`config.mk`:
```
export PLATFORM = sky130hd
export DESIGN_NAME = hazard_scoreboard
export DESIGN_NICKNAME = d
export VERILOG_FILES = /design/src/rtl/hazard_scoreboard_pkg.sv /design/src/rtl/hazard_scoreboard_counter.sv /design/src/rtl/hazard_scoreboard.sv
export SDC_FILE = /design/constraint.sdc
export NUM_CORES = 1
export LEC_CHECK = 0
export ABC_AREA = 0
export CORE_UTILIZATION = 45
export CTS_BUF_LIST = sky130_fd_sc_hd__clkbuf_8
export CTS_CLUSTER_SIZE = 20
export DETAILED_ROUTE_END_ITERATION = 12
export PLACE_DENSITY = 0.68
export SLEW_MARGIN = 20
export SYNTH_ARGS = -nofsm -noshare
export SYNTH_HDL_FRONTEND = slang
export SYNTH_HIERARCHICAL = 1
export SYNTH_SLANG_ARGS = --single-unit
```
`constraint.sdc`:
```
create_clock -name i_clk -period 3.3 [get_ports i_clk]
set_input_delay 0.33 -clock i_clk [delete_from_list [all_inputs] [get_ports i_clk]]
set_output_delay 0.33 -clock i_clk [all_outputs]
set_load 0.01 [all_outputs]
```
`src/rtl/hazard_scoreboard_pkg.sv`:
```
// hazard_scoreboard_pkg: shared MIPS register constants and hazard helper for the scoreboard
package hazard_scoreboard_pkg;
   localparam int NUM_REGS = 32;
   localparam logic [4:0] REG_ZERO = 5'd0;
   localparam logic [4:0] REG_RA = 5'd31;
   function automatic logic src_hazard(input logic used, input logic nonzero, input logic raw,
                                       input logic bypass);
      return used & nonzero & raw & ~bypass;
   endfunction
endpackage

```
`src/rtl/hazard_scoreboard_counter.sv`:
```
// scoreboard_counter: per-register in-flight writer count with one increment, two decrements, floor at zero
module scoreboard_counter #(
   parameter int CNT_BITS = 2
) (
   input  logic                clk,
   input  logic                rst,
   input  logic                inc,
   input  logic [1:0]          dec,
   output logic [CNT_BITS-1:0] count,
   output logic                full
);
   localparam int W = CNT_BITS + 2;
   logic [W-1:0] nxt;
   assign full = &count;
   // Two spare bits: the top one flags an underflow, the next one an (unreachable) overflow.
   assign nxt = W'(count) + W'(inc & ~full) - W'(dec[0]) - W'(dec[1]);
   always_ff @(posedge clk) begin
      count <= (rst | nxt[W-1]) ? '0 : nxt[W-2] ? '1 : nxt[CNT_BITS-1:0];
   end
endmodule

```
`src/rtl/hazard_scoreboard.sv`:
```
// hazard_scoreboard: RAW / writer-saturation stall logic; define HAZARD_FORWARD_EN for load-use-only hazards
module hazard_scoreboard
   import hazard_scoreboard_pkg::*;
#(
   parameter int BITS_REGS = 5,
   parameter int CNT_BITS = 2,
   parameter int STALL_CNT_BITS = 16
) (
   input  logic                      i_clk,
   input  logic                      i_reset,
   input  logic                      i_issue_valid,
   input  logic                      i_issue_writes,
   input  logic                      i_issue_jal,
   input  logic                      i_issue_load,
   input  logic [BITS_REGS-1:0]      i_issue_rd,
   input  logic [BITS_REGS-1:0]      i_rs,
   input  logic [BITS_REGS-1:0]      i_rt,
   input  logic                      i_rs_used,
   input  logic                      i_rt_used,
   input  logic                      i_wb_valid,
   input  logic [BITS_REGS-1:0]      i_wb_rd,
   input  logic                      i_kill_valid,
   input  logic [BITS_REGS-1:0]      i_kill_rd,
   output logic                      o_stall,
   output logic [31:0]               o_busy_mask,
   output logic [STALL_CNT_BITS-1:0] o_stall_cycles
);
   logic [NUM_REGS-1:0][CNT_BITS-1:0] counts;
   logic [NUM_REGS-1:0] full, busy;
   logic [BITS_REGS-1:0] eff_rd, load_rd;
   logic [STALL_CNT_BITS-1:0] stall_cycles;
   logic accept, stall, load_valid, raw_rs, raw_rt, byp_rs, byp_rt;

   assign eff_rd = i_issue_jal ? BITS_REGS'(REG_RA) : i_issue_rd;
   assign accept = i_issue_valid & ~stall;
   assign counts[0] = '0;
   assign full[0] = 1'b0;

   for (genvar r = 1; r < NUM_REGS; r++) begin : g_reg
      scoreboard_counter #(.CNT_BITS(CNT_BITS)) u_cnt (
         .clk(i_clk),
         .rst(i_reset),
         .inc(accept & i_issue_writes & (eff_rd == BITS_REGS'(r))),
         .dec({i_kill_valid & (i_kill_rd == BITS_REGS'(r)), i_wb_valid & (i_wb_rd == BITS_REGS'(r))}),
         .count(counts[r]),
         .full(full[r])
      );
   end

   always_comb begin
      busy = '0;
      for (int n = 1; n < NUM_REGS; n++) busy[n] = |counts[n];
   end

   // A last in-flight writer retiring this very cycle is forwarded, not waited on.
   assign byp_rs = (counts[i_rs] == CNT_BITS'(1)) & i_wb_valid & (i_wb_rd == i_rs);
   assign byp_rt = (counts[i_rt] == CNT_BITS'(1)) & i_wb_valid & (i_wb_rd == i_rt);
`ifdef HAZARD_FORWARD_EN
   assign raw_rs = load_valid & (i_rs == load_rd);
   assign raw_rt = load_valid & (i_rt == load_rd);
`else
   logic unused_load;
   assign unused_load = ^{load_rd, load_valid};
   assign raw_rs = |counts[i_rs];
   assign raw_rt = |counts[i_rt];
`endif

   assign stall = i_issue_valid & ~i_reset & (full[eff_rd]
                  | src_hazard(i_rs_used, |i_rs, raw_rs, byp_rs)
                  | src_hazard(i_rt_used, |i_rt, raw_rt, byp_rt));

   always_ff @(posedge i_clk) begin
      if (i_reset) begin
         load_valid <= 1'b0;
         load_rd <= '0;
         stall_cycles <= '0;
      end else begin
         load_valid <= accept & i_issue_load & i_issue_writes & ~(i_kill_valid & (i_kill_rd == eff_rd));
         load_rd <= eff_rd;
         stall_cycles <= (stall & ~&stall_cycles) ? stall_cycles + 1'b1 : stall_cycles;
      end
   end

   assign o_stall = stall;
   assign o_busy_mask = i_reset ? '0 : busy;
   assign o_stall_cycles = i_reset ? '0 : stall_cycles;
endmodule

```
==> out/qor.txt <==
===============================================================================
Cell type with the highest occurrence count on the critical path . sky130_fd_sc_hd__ha_4
Power per Cell Area ..............................................   238 mW/mm2
Slew headroom ....................................................        0.508
Worst vdd rail ir drop ...........................................     0.184 mV
Top Ports ........................................................           84
Net switching power figure .......................................     0.947 mW
Via count normalized by instance count ...........................         5.41
Area Overhead vs Synth ...........................................        37.6%
Final Routed Wirelength ..........................................      27.5 mm
Count of H-tree levels built during CTS ..........................            3
Proportion of power drawn by flip-flops and latches ..............        0.357
Root buffer cell ................................................. sky130_fd_sc_hd__clkbuf_8
Met1 routed wirelength after detailed routing ....................      11.7 mm
Worst EP arrival .................................................      3950 ps
Most instantiated library cell after synthesis ................... sky130_fd_sc_hd__inv_1
Highest routed metal layer .......................................         met5
Antenna viol nets, final .........................................            0
Die height .......................................................       142 um
Peak Freq ........................................................      276 MHz
Final number of setup-violating endpoints ........................           62
Commonest register cell after synthesis .......................... sky130_fd_sc_hd__dfxtp_1
Drc violations ...................................................            0
Area share of the largest cell type after synthesis ..............        0.178
Cells taking the most area after synthesis ....................... sky130_fd_sc_hd__ha_1 18%, sky130_fd_sc_hd__dfxtp_1 18%, sky130_fd_sc_hd__inv_1 9.6%
Clock buffers created by TritonCTS ...............................            9
Kind of end point of the critical path ...........................    flip-flop
Placer congestion estimate .......................................        0.973
Total number of vias .............................................         8413
Internal .........................................................      1.92 mW
Final hold violations ............................................            0
TritonCTS clock tree .............................................        built
Final Skew .......................................................      12.7 ps
Share of cells above drive strength 1 ............................        0.307
Width of the chip ................................................       142 um
Post-DP Area .....................................................   0.0110 mm2
Fin. max-slew vios ...............................................            0
Vias in the first global route ...................................         8209
Critical path start-end classification ........................... flip-flop to flip-flop
Dominant delay contributor by cell family on the critical path ... simple AND/OR/NAND/NOR gates
Fraction of the cycle the final worst path needs .................         1.10
Met2 WL post-DR ..................................................      12.5 mm
DRT iter0 DRCs ...................................................          669
Detail Placement HPWL ............................................      20.7 mm
Global Route Usage Sum ...........................................        0.277
Router iterations before antenna repair ..........................            5
Transition time at the pin with the least slew margin ............       738 ps
Synthesized netlist cell count ...................................         1068
Combinational share of power .....................................        0.307
Global-route wire length before repair ...........................      42.4 mm
#FFs+latches synth ...............................................           78
Synth area leader ................................................ sky130_fd_sc_hd__ha_1
Antenna violations before repair .................................            0
Final WS setup ...................................................      -328 ps
Number of antenna repair diodes ..................................            0
Cell area after technology mapping ...............................  0.00877 mm2
Syn Area/Cell ....................................................     8.21 um2
Worst Path Buf+Inv ...............................................            2
Required time at the endpoint of the critical path ...............      3620 ps
Maximum number of pins on one net before global-route repair .....           65
Global route overflow ............................................            0
Number of nets in the finished design ............................         1481
Cell Rows ........................................................           50
CTS hold repair buffers ..........................................            0
Net switching fraction of the power ..............................        0.330
Sinks on the clock net ...........................................           78
Violations in the final reports .................................. negative setup slack
Effective utilization at floorplan ...............................        0.464
Max stage delay on crit path .....................................       470 ps
Post-synth cell types ............................................           61
Worst path cell trace ............................................ and2_4, or2_4, mux4_2, or2_4, o2111a_1, a211o_1, o311a_4, buf_4, nor4b_4, nor2b_4, ha_4, ha_4, inv_2, ha_4, a211oi_1
Proportion of synthesized chip area in sequential cells ..........        0.178
IO Port Bufs .....................................................           81
Category of the worst setup path launch point ....................    flip-flop
CTS clock-pin slew for the worst setup and hold paths ............       100 ps
Worst hold path class ............................................ flip-flop to flip-flop
Run status ....................................................... finished, violations left
Area inside the core boundary ....................................   0.0189 mm2
Overall power after layout .......................................      2.87 mW
Yosys Warn Count .................................................            6
Final routed wire length divided by cell count ...................      17.7 um
Portion of total power attributed to the clock network ...........        0.336
Maximum root-to-sink buffer count ................................            2
Share of flip-flops with an asynchronous set or reset ............            0
Standby leakage power ............................................      5.40 nW
Die area .........................................................   0.0200 mm2
EDFF count, synth ................................................            0
Max-capacitance violation count ..................................            0
Cell types with the highest counts after synthesis ............... 225 x sky130_fd_sc_hd__inv_1, 154 x sky130_fd_sc_hd__nor2_1, 125 x sky130_fd_sc_hd__ha_1, 78 x sky130_fd_sc_hd__dfxtp_1, 65 x sky130_fd_sc_hd__a211oi_1
Min Tclk post-route ..............................................      3630 ps
Final core utilization ...........................................        0.639
Largest driver fanout on the critical path .......................            5
Clock latency reported for the late side of the worst-skew pair ..       400 ps
Post-route cell area .............................................   0.0121 mm2
Routed length on met3 ............................................      2.41 mm
Critical-path top delay cell ..................................... sky130_fd_sc_hd__mux4_2
Setup repair after global routing missed its margin ..............         true
Net count after synthesis ........................................         1259
===============================================================================
==> power groups by stage <==
stage / Combinational, mW / Clock, mW / Sequential (mW)
after floorplan: 0.417 / 0 / 1.04
after global placement: 0.774 / 0 / 1.04
after detailed placement: 0.787 / 0 / 1.05
after CTS: 0.830 / 0.972 / 1.02
after global routing: 0.956 / 1.00 / 1.03
final: 0.881 / 0.965 / 1.03
==> through the flow <==
step	setup TNS [ps]	hold WS [ps]	instances	setup slack, ps
6_report	-15630	501	1555	-328
5_1_grt	-23940	537	1555	-482
4_1_cts	-17050	497	1552	-342
3_5_place_dp	-53860	485	1529	-1020
3_3_place_gp	-48270	473	1529	-908
2_1_floorplan	-6870	401	1068	-254
==> repair_timing <==
item	in CTS	in global routing
gates cloned	2	0
pin swaps	12	21
buffers inserted	6	3
endpoints found under the setup margin	63	63
resized for setup	60	66
endpoints found under the hold margin	0	0
==> layout make-up <==
| class | count | area [um2] |
|---|---|---|
| inverters | 226 | 848 |
| flip-flops and latches | 78 | 1560 |
| fillers | 1621 | 6830 |
| clock inverters | 7 | 128 |
| well taps | 260 | 325 |
| multi-input cells | 723 | 6850 |
| clock buffers | 9 | 124 |
| repair buffers | 252 | 2230 |
==> worst paths after layout <==
path	startpoint	to	slack, ps	depth (start not counted)
worst max-delay path	g_reg[10].u_cnt/count[0]$_SDFF_PP0_	g_reg[19].u_cnt/count[1]$_SDFF_PP0_	-330	15
worst max register to register	g_reg[10].u_cnt/count[0]$_SDFF_PP0_	g_reg[19].u_cnt/count[1]$_SDFF_PP0_	-330	15
worst min-delay path	stall_cycles[9]$_SDFFE_PP0P_	stall_cycles[9]$_SDFFE_PP0P_	500	2
worst min register to register	stall_cycles[9]$_SDFFE_PP0P_	stall_cycles[9]$_SDFFE_PP0P_	500	2
==> worst min-delay path: cells and delay by family, from the launching register on <==
family | cells | cell delay [ps]
compound gates | 2 | 120
flops | 1 | 340
==> state kept, by name (all words and copies together), names as in the netlist <==
name           cells
g.u_cnt/count     62
stall_cycles      16
==> cells in the final DEF, fill, tap and decap left out, types with 6 or more instances in the layout <==
cell	count
sky130_fd_sc_hd__a211oi_1	36
sky130_fd_sc_hd__a211oi_2	29
sky130_fd_sc_hd__a21oi_1	7
sky130_fd_sc_hd__a22oi_1	6
sky130_fd_sc_hd__and2_4	31
sky130_fd_sc_hd__buf_12	6
sky130_fd_sc_hd__buf_4	160
sky130_fd_sc_hd__clkbuf_8	9
sky130_fd_sc_hd__clkdlybuf4s50_1	75
sky130_fd_sc_hd__dfxtp_1	76
sky130_fd_sc_hd__fa_1	31
sky130_fd_sc_hd__ha_1	93
sky130_fd_sc_hd__ha_2	6
sky130_fd_sc_hd__ha_4	26
sky130_fd_sc_hd__inv_1	218
sky130_fd_sc_hd__inv_2	8
sky130_fd_sc_hd__mux2_2	14
sky130_fd_sc_hd__mux2i_1	15
sky130_fd_sc_hd__mux4_2	29
sky130_fd_sc_hd__nand2_1	31
sky130_fd_sc_hd__nand2b_1	6
sky130_fd_sc_hd__nand3_1	18
sky130_fd_sc_hd__nand4_1	7
sky130_fd_sc_hd__nor2_1	150
sky130_fd_sc_hd__nor2b_1	27
sky130_fd_sc_hd__nor2b_2	22
sky130_fd_sc_hd__nor2b_4	9
sky130_fd_sc_hd__nor3_1	19
sky130_fd_sc_hd__nor3_2	10
sky130_fd_sc_hd__nor4_1	9
sky130_fd_sc_hd__o21ai_0	6
sky130_fd_sc_hd__o31ai_1	6
sky130_fd_sc_hd__xor2_1	8
==> per-layer routing <==
metal | track usage | vias to the layer above
li1 | - | 3984
met1 | 0.359 | 3933
met2 | 0.449 | 418
met3 | 0.0604 | 75
met4 | 0.106 | 3
met5 | 0 | -
==> kinds of logic (layout without fill, tap and decap cells) <==
family,after synthesis,after routing,share of synthesized area
buf+inv,267,494,0.118
other cells,1,1,0.000428
flops,78,78,0.178
simple gates,384,384,0.236
fa+ha+maj,156,156,0.249
compound gates,113,113,0.0976
mux,59,59,0.111
xor+xnor,10,10,0.00999
(Power assumes the default switching activity.)
==> RTL change, RTL diff (same flow settings) <==
Build with the macro `HAZARD_FORWARD_EN` defined.
--- a/src/rtl/hazard_scoreboard.sv
+++ b/src/rtl/hazard_scoreboard.sv
@@ -1,4 +1,6 @@
 // hazard_scoreboard: RAW / writer-saturation stall logic; define HAZARD_FORWARD_EN for load-use-only hazards
+`define HAZARD_FORWARD_EN
+
 module hazard_scoreboard
    import hazard_scoreboard_pkg::*;
 #(
Formal check against the unedited RTL: not equivalent (Yosys sat finds a counterexample within 4 cycles, from zero or initial values and one cycle with i_reset high).
==> RTL change against the original RTL <==
Combinational power rose by 9.8%. Maximum frequency rose by 2.4%. Critical path type unchanged. Sequential cell count rose by 6. Worst setup slack improved by 86 ps. Largest power group unchanged. Routed wire length rose by 7.7%. Area after synthesis rose by 1.3%. Sequential share of layout area fell by 0.083 points. The flow still finishes with violations (setup timing). Design area rose by 9.6%. Total power rose by 0.89%.
==> RTL change: results (changes against the original RTL) <==
STA
  – Setup slack after layout: -242 ps (+86.0 ps)
  – Final setup vio count: 62 (unchanged)
  – Skew final: 7.63 ps (-5.03 ps)
  – Max_slew headroom: 0.586 (+0.0775)

Synthesis
  – XOR/XNOR Fraction of Synth Area: 0.0207 (+0.0107)
  – Net Count, Synth: 1,313 (+4.3%)
  – Post-synthesis adder-cell area fraction: 0.246 (-0.00326)
  – Compound-Gate Fraction of Synth Area: 0.110 (+0.0122)
  – Post-synthesis mux area share: 0.0480 (-0.0629)
  – Gate Count Post-Synth: 1,122 (+5.1%)
  – Cell variety after synth: 70 (+15%)
  – Sequential area share after synthesis: 0.189 (+0.0112)
  – Commonest cells in the netlist: 227 x inv_1, 170 x nor2_1, 125 x ha_1
  – Synth area leaders: dfxtp_1 19%, ha_1 18%, inv_1 9.6%

Place
  – Dpl ws: -1040 ps (-27.1 ps)
  – PortBufs: 82 (+1.2%)
  – Area after DPL: 11,200 um2 (+1.2%)
  – GPL Wtd Cong: 0.945 (-2.9%)
  – Post-DP HPWL: 21,400 um (+3.6%)

Route
  – DR iter-0 viols: 623 (-6.9%)
  – WL/cell: 18.4 um (+4.2%)
  – Via count: 8,678 (+3.1%)
  – Total Routed Length: 29,600 um (+7.7%)

Worst hold path
  – Hold endpoint: load_rd[1]
  – Critical hold path startpoint: i_reset
  – Worst hold path class: input port to register

Global routing
  – Largest net degree at the start of global routing: 120 (+85%)
  – First-pass GRT wire length: 44,800 um (+5.7%)
  – GRT Overall Usage: 0.290 (+0.0132)

Pwr
  – Maximum vdd drop: 178 uV (-3.4%)
  – Leak: 5.36 nW (-0.75%)

Cells and area
  – Layout cells sized above 1: 0.380 (+0.0724)
  – Number of diodes: 0 (unchanged)
  – Largest registers: g.u_cnt/count: 62 flops, stall_cycles: 16 flops, load_rd: 5 flops
  – Post-layout net count: 1,529 (+3.2%)

Outcome
  – Status: finished, violations left
  – Violations in the final reports: setup timing

Clocking
  – Clk pin slew, worst setup/hold paths: 100 ps (about the same)

Worst setup path
  – Critical path's largest stage delay: 510 ps (+40 ps)
  – Crit-path slowest cell: mux4_2
  – FF-to-FF End: g_reg[22].u_cnt/count[0]
  – Reg-to-Reg Start: g_reg[13].u_cnt/count[0]
  – Depth of the worst register-to-register path: 16 (+1)
  – CP Max Fanout: 5 (unchanged)
RTL change: cell count changes after synthesis, sizes merged, moves of 9 or more:
cell,before,now
nand2b,6,16
mux4,29,9
nor2,154,170
clkbuf,17,26
nor2b,58,77
RTL change: worst max-delay path: cells and delay by family (launching register included):
kind	cells	cell delay [ps]
compound gates	5	1220
simple gates	4	520
fa+ha+maj	3	520
mux	1	510
buf+inv	3	350
flops	1	340
RTL change: kinds of logic after synthesis:
group	after synthesis
buffers and inverters	273
AO/OA/AOI/OAI	127
other	1
multiplexers	29
flip-flops	84
AND/OR/NAND/NOR	431
adder cells (fa/ha/maj)	156
XOR/XNOR	21
RTL change: area by class of cell:
class | count | area [um2]
sequential | 84 | 1700
fill | 1500 | 6180
multi-input combinational | 765 | 7890
clock inverter | 7 | 81.3
tap | 265 | 332
clock buffer | 9 | 124
timing repair buffer | 250 | 2210
inverter | 228 | 881
RTL change: timing repair:
| item | 4_1_cts | 5_1_grt |
|---|---|---|
| gates resized for setup | 224 | 113 |
| pin swaps | 80 | 53 |
| cloned | 0 | 0 |
| setup endpoints to repair | 63 | 63 |
| buffers inserted | 5 | 9 |
RTL change: per-layer routing:
metal / routed length, um / track usage / vias to the layer above
met5: 0 / 0 / -
met4: 1150 / 0.132 / 0
met3: 1650 / 0.0410 / 87
met2: 14500 / 0.499 / 311
met1: 12300 / 0.357 / 4150
li1: - / - / 4130
RTL change: how the worst max path moves through the flow:
stage               cells past startpoint                        to  slack [ps]
floorplan                              17  g_reg[22].u_cnt/count[0]         -90
global placement                       16   g_reg[9].u_cnt/count[1]        -980
detailed placement                     16   g_reg[9].u_cnt/count[1]       -1040
CTS                                    16   g_reg[9].u_cnt/count[1]        -150
global route                           17  g_reg[29].u_cnt/count[0]        -370
finish                                 16  g_reg[22].u_cnt/count[0]        -240
RTL change: power by group:
group	switching, mW	leakage [nW]	internal (mW)
registers	0.0369	0.691	1.06
logic	0.514	4.56	0.453
clock network	0.470	0.101	0.363
RTL change: stage by stage:
stage | power, mW | hold slack [ps]
after detailed placement | 1.90 | 528
after global routing | 3.03 | 327
final | 2.90 | 324
after global placement | 1.89 | 527
after CTS | 2.83 | 309
after floorplan | 1.53 | 403
